==> src/rtl/inst_fetch_queue.sv <==
// inst_fetch_queue
//   Instruction queue between IF and ID. Every accepted fetch PC is held as
//   "in flight" for one cycle. In the next cycle the synchronous inst SRAM
//   returns the data, and the pair {pc, inst} is stored in a DEPTH-entry
//   circular buffer. When BYPASS is set and the buffer is empty, the response
//   is handed straight to ID in the cycle it returns. A flush (branch redirect)
//   empties the buffer and discards the response due that cycle. A fetch
//   accepted in the flush cycle itself is kept.
// Ports
//   clk, rst          clock, synchronous active-high reset
//   flush             branch redirect, squashes queued and in-flight fetches
//   req_valid/req_pc  fetch issued by IF this cycle
//   req_ready         a fetch can be accepted this cycle
//   inst_sram_rdata   SRAM data for the fetch accepted in the previous cycle
//   out_valid/out_pc/out_inst  entry presented to ID (pc/inst are 0 when not valid)
//   out_ready         ID consumes the presented entry
//   count             number of stored entries (in-flight fetch not included)
module inst_fetch_queue #(
  parameter int DEPTH  = 4,
  parameter int PC_W   = 32,
  parameter int INST_W = 32,
  parameter int BYPASS = 1
) (
  input  logic                       clk,
  input  logic                       rst,
  input  logic                       flush,
  input  logic                       req_valid,
  input  logic [PC_W-1:0]            req_pc,
  output logic                       req_ready,
  input  logic [INST_W-1:0]          inst_sram_rdata,
  output logic                       out_valid,
  output logic [PC_W-1:0]            out_pc,
  output logic [INST_W-1:0]          out_inst,
  input  logic                       out_ready,
  output logic [$clog2(DEPTH+1)-1:0] count
);

  localparam int PTR_W = $clog2(DEPTH);
  localparam int CNT_W = $clog2(DEPTH+1);

  logic [PC_W-1:0]   pc_mem_q   [DEPTH];
  logic [INST_W-1:0] inst_mem_q [DEPTH];
  logic [PTR_W-1:0]  wr_ptr_q, wr_ptr_d;
  logic [PTR_W-1:0]  rd_ptr_q, rd_ptr_d;
  logic [CNT_W-1:0]  count_q, count_d;
  logic              inflight_q, inflight_d;
  logic [PC_W-1:0]   inflight_pc_q, inflight_pc_d;

  logic              empty_s;
  logic              bypass_s;
  logic              accept_s;
  logic              push_s;
  logic              pop_s;
  logic [CNT_W:0]    occupancy_s;

  assign empty_s     = (count_q == {CNT_W{1'b0}});
  // The SRAM response may only fall through when nothing older is queued.
  assign bypass_s    = (BYPASS != 0) && empty_s && inflight_q && !flush;
  assign occupancy_s = {1'b0, count_q} + {{CNT_W{1'b0}}, inflight_q};
  assign accept_s    = req_valid && req_ready;
  // Pops are gated by the valid signal, which is already forced low during flush.
  assign pop_s       = out_valid && out_ready && !empty_s;
  // A response is stored unless flush squashes it or ID takes it through the bypass.
  assign push_s      = inflight_q && !flush && !(bypass_s && out_ready);
  assign count       = count_q;

  // Fetch acceptance: no pop credit; during flush the queue counts as already empty.
  always_comb begin
    req_ready = 1'b1;
    if (flush) begin
      req_ready = 1'b1;
    end else begin
      req_ready = (occupancy_s < (CNT_W+1)'(DEPTH));
    end
  end

  // Output selection: queue head, bypassed SRAM response, or a zeroed bubble.
  always_comb begin
    out_valid = 1'b0;
    out_pc    = {PC_W{1'b0}};
    out_inst  = {INST_W{1'b0}};
    if (flush) begin
      out_valid = 1'b0;
    end else if (!empty_s) begin
      out_valid = 1'b1;
      out_pc    = pc_mem_q[rd_ptr_q];
      out_inst  = inst_mem_q[rd_ptr_q];
    end else if (bypass_s) begin
      out_valid = 1'b1;
      out_pc    = inflight_pc_q;
      out_inst  = inst_sram_rdata;
    end else begin
      out_valid = 1'b0;
    end
  end

  // Next-state computation for pointers, occupancy and the in-flight fetch.
  always_comb begin
    wr_ptr_d      = wr_ptr_q;
    rd_ptr_d      = rd_ptr_q;
    count_d       = count_q;
    inflight_d    = accept_s;
    inflight_pc_d = inflight_pc_q;
    if (accept_s) begin
      inflight_pc_d = req_pc;
    end else begin
      inflight_pc_d = inflight_pc_q;
    end
    if (flush) begin
      wr_ptr_d = {PTR_W{1'b0}};
      rd_ptr_d = {PTR_W{1'b0}};
      count_d  = {CNT_W{1'b0}};
    end else begin
      // DEPTH is a power of two, so the pointers wrap naturally.
      wr_ptr_d = push_s ? wr_ptr_q + PTR_W'(1) : wr_ptr_q;
      rd_ptr_d = pop_s  ? rd_ptr_q + PTR_W'(1) : rd_ptr_q;
      count_d  = count_q + CNT_W'(push_s) - CNT_W'(pop_s);
    end
  end

  // Control state registers with synchronous reset.
  always_ff @(posedge clk) begin
    if (rst) begin
      wr_ptr_q      <= {PTR_W{1'b0}};
      rd_ptr_q      <= {PTR_W{1'b0}};
      count_q       <= {CNT_W{1'b0}};
      inflight_q    <= 1'b0;
      inflight_pc_q <= {PC_W{1'b0}};
    end else begin
      wr_ptr_q      <= wr_ptr_d;
      rd_ptr_q      <= rd_ptr_d;
      count_q       <= count_d;
      inflight_q    <= inflight_d;
      inflight_pc_q <= inflight_pc_d;
    end
  end

  // Entry storage. Contents are only read while count is non-zero, so they need no reset.
  always_ff @(posedge clk) begin
    if (!rst && push_s) begin
      pc_mem_q[wr_ptr_q]   <= inflight_pc_q;
      inst_mem_q[wr_ptr_q] <= inst_sram_rdata;
    end
  end

endmodule

==> config.mk <==
export PLATFORM = sky130hd
export DESIGN_NAME = inst_fetch_queue
export DESIGN_NICKNAME = d
export VERILOG_FILES = /design/src/rtl/inst_fetch_queue.sv
export SDC_FILE = /design/constraint.sdc
export NUM_CORES = 1
export LEC_CHECK = 0
export ABC_CLOCK_PERIOD_IN_PS = 3200
export CAP_MARGIN = 10
export CORE_ASPECT_RATIO = 0.6
export CORE_MARGIN = 2
export CORE_UTILIZATION = 28
export DETAILED_ROUTE_END_ITERATION = 10
export PLACE_DENSITY_LB_ADDON = 0.08
export SYNTH_ARGS = -nofsm -noshare
export SYNTH_HDL_FRONTEND = slang
export SYNTH_SLANG_ARGS = --single-unit
==> constraint.sdc <==
create_clock -name clk -period 3.2 [get_ports clk]
set_input_delay 0.48 -clock clk [delete_from_list [all_inputs] [get_ports clk]]
set_output_delay 0.48 -clock clk [all_outputs]
set_load 0.01 [all_outputs]
==> results of run 1 <==
## registers in the layout, indices dropped and copies added (netlist names), named ones only
signal	cells
wr_ptr_q	2
inflight_pc_q	32
inflight_q	1
count	3
rd_ptr_q	2
inst_mem_q	128
pc_mem_q	128
## per-layer routing
| layer | routed length, µm | vias to the layer above |
|---|---|---|
| li1 | - | 3171 |
| met1 | 16500 | 3635 |
| met2 | 13800 | 135 |
| met3 | 1440 | 42 |
| met4 | 498 | 0 |
| met5 | 0 | - |
## stage by stage
| step | instances | util [%] |
|---|---|---|
| CTS | 1504 | 35.9 |
| detailed placement | 1446 | 33.4 |
| global route | 1504 | 36.0 |
| global placement | 1446 | 33.4 |
| finish | 1504 | 36.0 |
| floorplan | 753 | - |
## how the worst max path moves through the flow
stage / startpoint / end / slack (ns) / depth (start not counted)
floorplan: flush / inst_mem_q[0][0] / 0.17 / 4
CTS: flop / out_pc[15] / 0.05 / 5
global route: count[1] / out_pc[8] / 0.002 / 5
finish: flop / out_pc[15] / 0.11 / 5
detailed placement: out_ready / pc_mem_q[3][26] / 0.55 / 5
global placement: flop / out_pc[27] / 0.57 / 5
## area by class of cell
| cell class | instances | area, µm² | area share (%) |
|---|---|---|---|
| timing repair buffer | 169 | 1780 | 11.5 |
| sequential | 298 | 8540 | 55.0 |
| inverter | 8 | 30.0 | 0.193 |
| tap | 579 | 724 | 4.67 |
| clock inverter | 22 | 265 | 1.71 |
| multi-input combinational | 393 | 3390 | 21.8 |
| clock buffer | 35 | 801 | 5.16 |
## what timing repair did
item	in CTS	in global routing
hold buffers	0	0
setup buffers	1	0
setup endpoints to repair	3	4
gates resized for setup	1	3
cloned	0	0
## synth_stat cells (all sizes together) (2+ instances only)
| cell | count |
|---|---|
| xor2 | 3 |
| inv | 8 |
| nand3 | 66 |
| dfxtp | 42 |
| mux2i | 33 |
| edfxtp | 256 |
| a21oi | 65 |
| buf | 27 |
| nand2 | 65 |
| or3 | 2 |
| ha | 7 |
| clkbuf | 27 |
| or2 | 2 |
| and2 | 4 |
| nand2b | 64 |
| mux4 | 64 |
| nor2 | 11 |
## kinds of logic after synthesis
family	count (synthesis)	share of synthesized area (%)
fa+ha+maj	8	0.882
xor+xnor	4	0.287
compound gates	68	3.02
simple gates	216	8.85
flops	298	69.9
mux	97	14.5
buf+inv	62	2.49
## power breakdown
group / internal, mW / switching [mW] / total, mW / leakage [nW]
logic: 0.201 / 0.201 / 0.403 / 1.67
clock network: 2.27 / 1.52 / 3.79 / 0.516
registers: 4.25 / 0.0538 / 4.31 / 2.67
## worst max-delay path: stages, from the launching register on
cell and delay [ns]:
dfxtp_4 0.38, buf_12 0.25, mux4_2 0.53, nand2_1 0.22
a21oi_1 0.13, clkdlybuf4s50_1 0.52
==> impl_metrics.csv, run 1 <==
group,metric,value,unit
outcome,status,"finished, final reports clean",
layout,drive_gt1_share,17.3,%
layout,fill_cells,4137,
placement,dp_slack,0.549,ns
worst_setup_path,endpoint_kind,"output pin",
placement,post_dp_cell_area,14400,µm²
worst_setup_path,required,2.72,ns
hold_path,whs_endpoint,"inflight_pc_q[3]",
placement,place_hpwl,20100,µm
global_routing,grt_pass1_vias,7135,
clocking,clkTransAtPathRegs,0.06,ns
hold_path,min_path_cells,3,
detailed_routing,vias,6983,
sta,finalHoldViolations,0,
detailed_routing,routed_wirelength,32200,µm
clocking,ctsRootBufferMaster,"clkbuf_16",
flow_run,cap_violations,0,
sta,slew_headroom,50.7,%
pwr,total_power,8.50,mW
clocking,clk_latency,0.56,ns
global_routing,met3_usage,2.89,%
sta,setup_viol,0,
die,die_w,273,µm
worst_setup_path,start_kind,"flop",
detailed_routing,drc,0,
worst_setup_path,rr_endpoint,"count[2]",
die,dieArea,45300,µm²
sta,slew_viol_final,0,
layout,layout_commonest_cell,"edfxtp_1",
die,floorplan.initialDensity,28.2,%
yosys,syn-num-nets,830,
die,dieHeight,166,µm
clocking,cts_made_buffers,31,
global_routing,grt_use_met2,20.2,%
placement,place_congestion,0.704,
yosys,async_flop_share,0,%
pwr,power_density,548,nW/µm²
yosys,syn_area,12200,µm²
pwr,p_leak,4.85,nW
sta,holdWs,0.490,ns
clocking,cts_tree,"built",
sta,fin_crit_sh,96.5,%
hold_path,hp-class,"primary input to flop",
sta,rsz0062_at_grt,"no",
detailed_routing,viasPerCell,4.64,
hold_path,min-delay-start,"req_pc[3]",
pwr,peakVddDrop,0.258,mV
global_routing,grt_use_met1,22.4,%
detailed_routing,ant_nets,0,
yosys,netlist_instances,753,
die,io_pins,138,
global_routing,grtUsageTotal,14.2,%
clocking,clkSinkCount,298,
global_routing,grt_busiest_layer,"met1",
layout,final_area,15500,µm²
clocking,clockBufferDepth,3,
detailed_routing,routedWlPerCell,21.4,µm
yosys,yosysWarningCount,0,
yosys,synth_enable_flop_cells,256,
detailed_routing,first_iter_violations,496,
sta,min_period,3.09,ns
global_routing,globalRoute.totalOverflow,0,
global_routing,antenna_found_initial,0,
worst_setup_path,reg2reg_from,"count[2]",
yosys,ys_seq_area_share,69.9,%
yosys,synth_area_leader_cell,"edfxtp_1",
worst_setup_path,crit_fanout,28,
sta,fmax,0.324,GHz
worst_setup_path,worstPathArrival,2.61,ns
yosys,yosys.area.top_type_share,63.0,%
clocking,htreeDepth,1,
yosys,synthFlopType,"edfxtp_1",
placement,port_buffers,137,
worst_setup_path,worst-r2r-setup-slack,0.63,ns
sta,finClkSkew,0.00592,ns
yosys,synthDistinctLibCells,30,
sta,setup_tns,0,ns
sta,fin_ws,0.114,ns
global_routing,grt_pass1_wl,48200,µm
yosys,ys_ff_latch,298,
die,fp-row-count,59,
layout,nets,978,
yosys,syn_area_per_cell,16.2,µm²
die,coreArea,43200,µm²
detailed_routing,firstDrtPassIters,5,
sta,tightestPinTransition,0.740,ns
yosys,synth.area.top_cells,"edfxtp_1 (63%), mux4_2 (12%), dfxtp_1 (6.9%)",
layout,diodes,0,
global_routing,grt_start_max_net_pins,67,
layout,layout_common_cells,"edfxtp_1 (256), clkdlybuf4s50_1 (135), nand3_1 (66)",
worst_setup_path,path_class,"flop to output pin",
layout,syn_to_final_growth,27.3,%
worst_setup_path,worstRegToRegCells,10,
Power figures use the tool's default switching activity.
==> run 2, diff against run 1 <==
--- a/config.mk
+++ b/config.mk
@@ -10,8 +10,10 @@
 export CORE_ASPECT_RATIO = 0.6
 export CORE_MARGIN = 2
 export CORE_UTILIZATION = 28
+export CTS_BUF_LIST = sky130_fd_sc_hd__clkbuf_16
 export DETAILED_ROUTE_END_ITERATION = 10
 export PLACE_DENSITY_LB_ADDON = 0.08
+export SLEW_MARGIN = 15
 export SYNTH_ARGS = -nofsm -noshare
 export SYNTH_HDL_FRONTEND = slang
 export SYNTH_SLANG_ARGS = --single-unit
==> run 2 against run 1 <==
Wire length hardly changed. Combinational power hardly changed. Sequential cell count stayed put. Utilization hardly changed. Cell area hardly changed. Clock power hardly changed. Critical path depth stayed put. Power is 0.39% lower. Worst setup slack hardly changed. Die area stayed put. Via count is 0.24% lower. Clock-buffer cell count is 4 lower. Largest power group unchanged.
==> impl_metrics.csv, run 2 (same netlist as run 1, synthesis figures left out) <==
group,metric,value,unit
die,floorplan.initialDensity,28.2,%
sta,setup_viol,0,
layout,layout_commonest_cell,"edfxtp_1",
die,dieHeight,166,µm
global_routing,grtUsageTotal,14.2,%
pwr,p_leak,4.86,nW
die,die_w,273,µm
worst_setup_path,reg2reg_from,"count[2]",
global_routing,grt_pass1_vias,7135,
sta,fmax,0.324,GHz
clocking,clockBufferDepth,3,
sta,finalHoldViolations,0,
layout,layout_common_cells,"edfxtp_1 (256), clkdlybuf4s50_1 (135), nand3_1 (66)",
detailed_routing,routedWlPerCell,21.4,µm
sta,finClkSkew,0.00522,ns
detailed_routing,drc,0,
layout,drive_gt1_share,17.2,%
layout,diodes,0,
worst_setup_path,slowest_stage,"mux4_2",
sta,fin_crit_sh,96.5,%
sta,rsz0062_at_grt,"no",
worst_setup_path,crit_chain,"buf_12 -> mux4_2 -> nand2_1 -> a21oi_1 -> clkdlybuf4s50_1",
worst_setup_path,path_class,"flop to output pin",
layout,nets,978,
clocking,clkSinkCount,298,
worst_setup_path,slowest_delay,0.53,ns
sta,min_period,3.09,ns
detailed_routing,ant_nets,0,
detailed_routing,vias,6966,
outcome,status,"finished, final reports clean",
placement,port_buffers,137,
layout,syn_to_final_growth,27.3,%
pwr,internal_power,6.70,mW
sta,slew_headroom,50.9,%
pwr,power_frac_comb,4.8,%
worst_setup_path,worstPathArrival,2.61,ns
sta,slew_viol_final,0,
worst_setup_path,crit_fanout,28,
pwr,pwr-share-clk,44.4,%
global_routing,antenna_found_initial,0,
global_routing,globalRoute.totalOverflow,0,
clocking,clkTransAtPathRegs,0.06,ns
worst_setup_path,crit_buf_inv,2,
pwr,p_sw_share,20.9,%
detailed_routing,viasPerCell,4.63,
die,coreArea,43200,µm²
clocking,htreeDepth,1,
worst_setup_path,required,2.72,ns
layout,reg_top3,"inst_mem_q x128, pc_mem_q x128, inflight_pc_q x32",
pwr,total_power,8.47,mW
pwr,power_density,546,nW/µm²
clocking,cts_made_buffers,31,
pwr,pwr-share-seq,50.9,%
worst_setup_path,critPathTopFamily,"buffers and inverters",
worst_setup_path,start_kind,"flop",
detailed_routing,firstDrtPassIters,5,
hold_path,min-delay-start,"req_pc[3]",
pwr,peakVddDrop,0.258,mV
clocking,ctsRootBufferMaster,"clkbuf_16",
detailed_routing,routed_wirelength,32200,µm
placement,place_congestion,0.704,
clocking,cts_tree,"built",
clocking,clk_latency,0.56,ns
die,fp-row-count,59,
die,dieArea,45300,µm²
sta,setup_tns,0,ns
clocking,ctsHoldBuffers,0,
placement,place_hpwl,20100,µm
flow_run,cap_violations,0,
global_routing,grt_pass1_wl,48200,µm
sta,tightestPinTransition,0.736,ns
die,io_pins,138,
pwr,switching_power,1.77,mW
worst_setup_path,endpoint_kind,"output pin",
global_routing,grt_start_max_net_pins,67,
hold_path,hp-class,"primary input to flop",
detailed_routing,first_iter_violations,487,
run 2: cell types whose count changed in the layout (fill, tap and decap cells not counted):
cell	before	now
inv_1	8	11
clkbuf_1	3	0
clkbuf_8	1	0
clkinv_1	4	5
run 2: worst paths after layout:
path	slack, ns	end	depth (start not counted)
setup reg to reg	0.63	count[2]	10
hold / removal	0.49	inflight_pc_q[3]	3
setup / recovery	0.11	out_pc[15]	5
hold reg to reg	0.53	pc_mem_q[0][31]	0
run 2: stage by stage:
stage	cell area (µm²)	setup WS (ns)	std cells	util (%)	hold slack, ns
floorplan	12200	0.166	753	-	0.482
global placement	14400	0.572	1446	33.4	0.514
detailed placement	14400	0.549	1446	33.4	0.517
CTS	15500	0.0536	1504	35.9	0.458
global route	15500	0.00186	1504	35.9	0.475
finish	15500	0.113	1504	35.9	0.490
run 2: timing repair:
action / 4_1_cts / 5_1_grt
setup buffers: 1 / 0
resized for setup: 1 / 3
setup endpoints to repair: 3 / 4
run 2: power by group through the flow:
stage | sequential [mW] | combinational [mW] | clock, mW
3_5_place_dp | 4.39 | 0.409 | 0
3_3_place_gp | 4.39 | 0.409 | 0
5_1_grt | 4.31 | 0.439 | 4.03
6_report | 4.31 | 0.403 | 3.76
2_1_floorplan | 4.37 | 0.181 | 0
4_1_cts | 4.31 | 0.411 | 3.86
run 2: routing by layer:
| metal | vias to the layer above | share of wire (%) | global-route usage [%] |
|---|---|---|---|
| met5 | - | 0 | 0 |
| met4 | 0 | 1.5 | 2.42 |
| met3 | 43 | 4.5 | 2.89 |
| met2 | 142 | 43 | 20.2 |
| met1 | 3611 | 51 | 22.4 |
| li1 | 3170 | - | - |
run 2: area by class of cell:
class                      count  area, µm²
multi-input combinational    393       3390
fill                        4138      27700
tap                          579        724
timing repair buffer         169       1780
inverter                       8       30.0
clock inverter                26        280
clock buffer                  31        776
sequential                   298       8540
run 2: tightest hold or removal path, cell delays in order:
cell and delay (ns):
clkdlybuf4s50_1 0.39, nand2b_1 0.06, mux2i_1 0.06
==> run 3, diff against run 2 <==
--- a/config.mk
+++ b/config.mk
@@ -9,7 +9,7 @@
 export CAP_MARGIN = 10
 export CORE_ASPECT_RATIO = 0.6
 export CORE_MARGIN = 2
-export CORE_UTILIZATION = 28
+export CORE_UTILIZATION = 51
 export CTS_BUF_LIST = sky130_fd_sc_hd__clkbuf_16
 export DETAILED_ROUTE_END_ITERATION = 10
 export PLACE_DENSITY_LB_ADDON = 0.08
==> run 3 against run 2 <==
Power down 8.0%. Critical path depth unchanged. Via count up 2.4%. Hold slack better by 0.016 ns. Clock power down 18%. First-iteration DRC count up 14%. Register-to-register slack worse by 0.02 ns. Die area down 44%. Wire length down 16%. Clock-buffer cell count down 2. Utilization up 28 points.
==> impl_metrics.csv, run 3 (same netlist as run 1, synthesis figures left out) <==
group,metric,value,unit
sta,finClkSkew,0.00965,ns
sta,rsz0062_at_grt,"no",
global_routing,grt_pass1_wl,41600,µm
placement,port_buffers,137,
global_routing,grtUsageTotal,21.7,%
worst_setup_path,path_class,"flop to output pin",
global_routing,grt_busiest_layer,"met2",
worst_setup_path,crit_fanout,45,
global_routing,grt_use_met1,32.4,%
global_routing,grt_use_met2,34.0,%
pwr,switching_power,1.62,mW
global_routing,antenna_found_initial,0,
clocking,ctsRootBufferMaster,"clkbuf_16",
hold_path,hp-class,"primary input to flop",
clocking,clkSinkCount,298,
die,die_w,204,µm
clocking,clockBufferDepth,3,
global_routing,grt_pass1_vias,7163,
sta,setup_viol,0,
pwr,pwr-share-seq,55.2,%
detailed_routing,vias,7135,
layout,layout_common_cells,"edfxtp_1 (256), clkdlybuf4s50_1 (135), nand3_1 (66)",
clocking,ctsHoldBuffers,0,
die,coreArea,23300,µm²
layout,diodes,0,
clocking,cts_tree,"built",
pwr,p_sw_share,20.8,%
sta,setup_tns,0,ns
detailed_routing,viasPerCell,5.79,
global_routing,met3_usage,3.56,%
die,io_pins,138,
detailed_routing,drc,0,
flow_run,cap_violations,0,
sta,fin_crit_sh,95.6,%
placement,place_congestion,0.723,
layout,fill_cells,1662,
sta,finalHoldViolations,0,
sta,fmax,0.327,GHz
placement,place_hpwl,16100,µm
die,fp-row-count,43,
detailed_routing,ant_nets,0,
outcome,status,"finished, final reports clean",
clocking,clkTransAtPathRegs,0.07,ns
layout,reg_top3,"inst_mem_q x128, pc_mem_q x128, inflight_pc_q x32",
clocking,htreeDepth,1,
global_routing,globalRoute.totalOverflow,0,
placement,dp_slack,0.365,ns
pwr,pwr-share-clk,39.7,%
die,dieHeight,124,µm
pwr,total_power,7.79,mW
detailed_routing,routed_wirelength,27200,µm
worst_setup_path,worstPathArrival,2.58,ns
worst_setup_path,start_kind,"flop",
clocking,cts_made_buffers,28,
pwr,p_leak,4.77,nW
detailed_routing,firstDrtPassIters,5,
detailed_routing,routedWlPerCell,22.0,µm
layout,nets,973,
pwr,power_density,521,nW/µm²
sta,slew_viol_final,0,
pwr,peakVddDrop,0.359,mV
global_routing,grt_start_max_net_pins,67,
worst_setup_path,endpoint_kind,"output pin",
worst_setup_path,required,2.72,ns
pwr,power_frac_comb,5.1,%
detailed_routing,first_iter_violations,557,
die,floorplan.initialDensity,52.3,%
sta,min_period,3.06,ns
die,dieArea,25200,µm²
pwr,internal_power,6.17,mW
sta,slew_headroom,63.0,%
layout,final_util,64.1,%
sta,fin_ws,0.141,ns
sta,holdWs,0.507,ns
layout,syn_to_final_growth,22.5,%
layout,layout_commonest_cell,"edfxtp_1",
clocking,clk_latency,0.53,ns
layout,drive_gt1_share,16.0,%
sta,tightestPinTransition,0.554,ns
run 3: changes by cell type in the layout (fill, tap and decap cells not counted), sizes merged:
cell / previous run / this run
clkinvlp: 4 / 0
bufinv: 6 / 1
or3: 2 / 3
buf: 34 / 31
clkbuf: 31 / 29
inv: 11 / 17
run 3: cell type report:
| class | instances | area [µm²] | share of cell area, % |
|---|---|---|---|
| Clock buffer | 29 | 726 | 4.86 |
| Clock inverter | 23 | 128 | 0.854 |
| Inverter | 8 | 30.0 | 0.201 |
| Multi-Input combinational cell | 394 | 3400 | 22.7 |
| Sequential cell | 298 | 8540 | 57.1 |
| Tap cell | 315 | 394 | 2.64 |
| Timing Repair Buffer | 166 | 1730 | 11.6 |
run 3: final timing paths:
path | startpoint | end | slack, ns | cells after the start
worst min-delay path | req_pc[17] | inflight_pc_q[17] | 0.51 | 3
worst max register to register | count[2] | pc_mem_q[2][15] | 0.61 | 6
worst min register to register | inflight_pc_q[29] | pc_mem_q[1][29] | 0.52 | 0
worst max-delay path | count[2] | out_pc[23] | 0.14 | 5
run 3: critical path, stage by stage (launching register included):
cell	delay, ns
dfxtp_1	0.40
nor3_2	0.32
buf_12	0.29
nand3_1	0.11
a21oi_1	0.29
clkdlybuf4s50_1	0.61
run 3: layer usage:
| metal | up-vias | part of all wire, % |
|---|---|---|
| met2 | 285 | 47 |
| met5 | - | 0 |
| met4 | 0 | 1.6 |
| met1 | 3654 | 45 |
| met3 | 30 | 7.1 |
| li1 | 3166 | - |
run 3: power by group through the flow:
stage          clock [mW]  sequential (mW)  combinational (mW)
3_3_place_gp            0             4.38               0.383
6_report             3.09             4.30               0.394
5_1_grt              3.31             4.30               0.425
4_1_cts              3.15             4.30               0.394
3_5_place_dp            0             4.38               0.391
2_1_floorplan           0             4.37               0.181
run 3: stage by stage:
stage	area, µm²	cells
after floorplan	12200	753
after global placement	14000	1176
after detailed placement	14000	1176
after CTS	14900	1228
after global routing	14900	1233
final	14900	1233
run 3: timing repair:
action,CTS,global route
resized for setup,2,2
hold endpoints to repair,0,0
endpoints found under the setup margin,26,45
pin swaps,0,1
cloned,0,1
buffers inserted,0,4
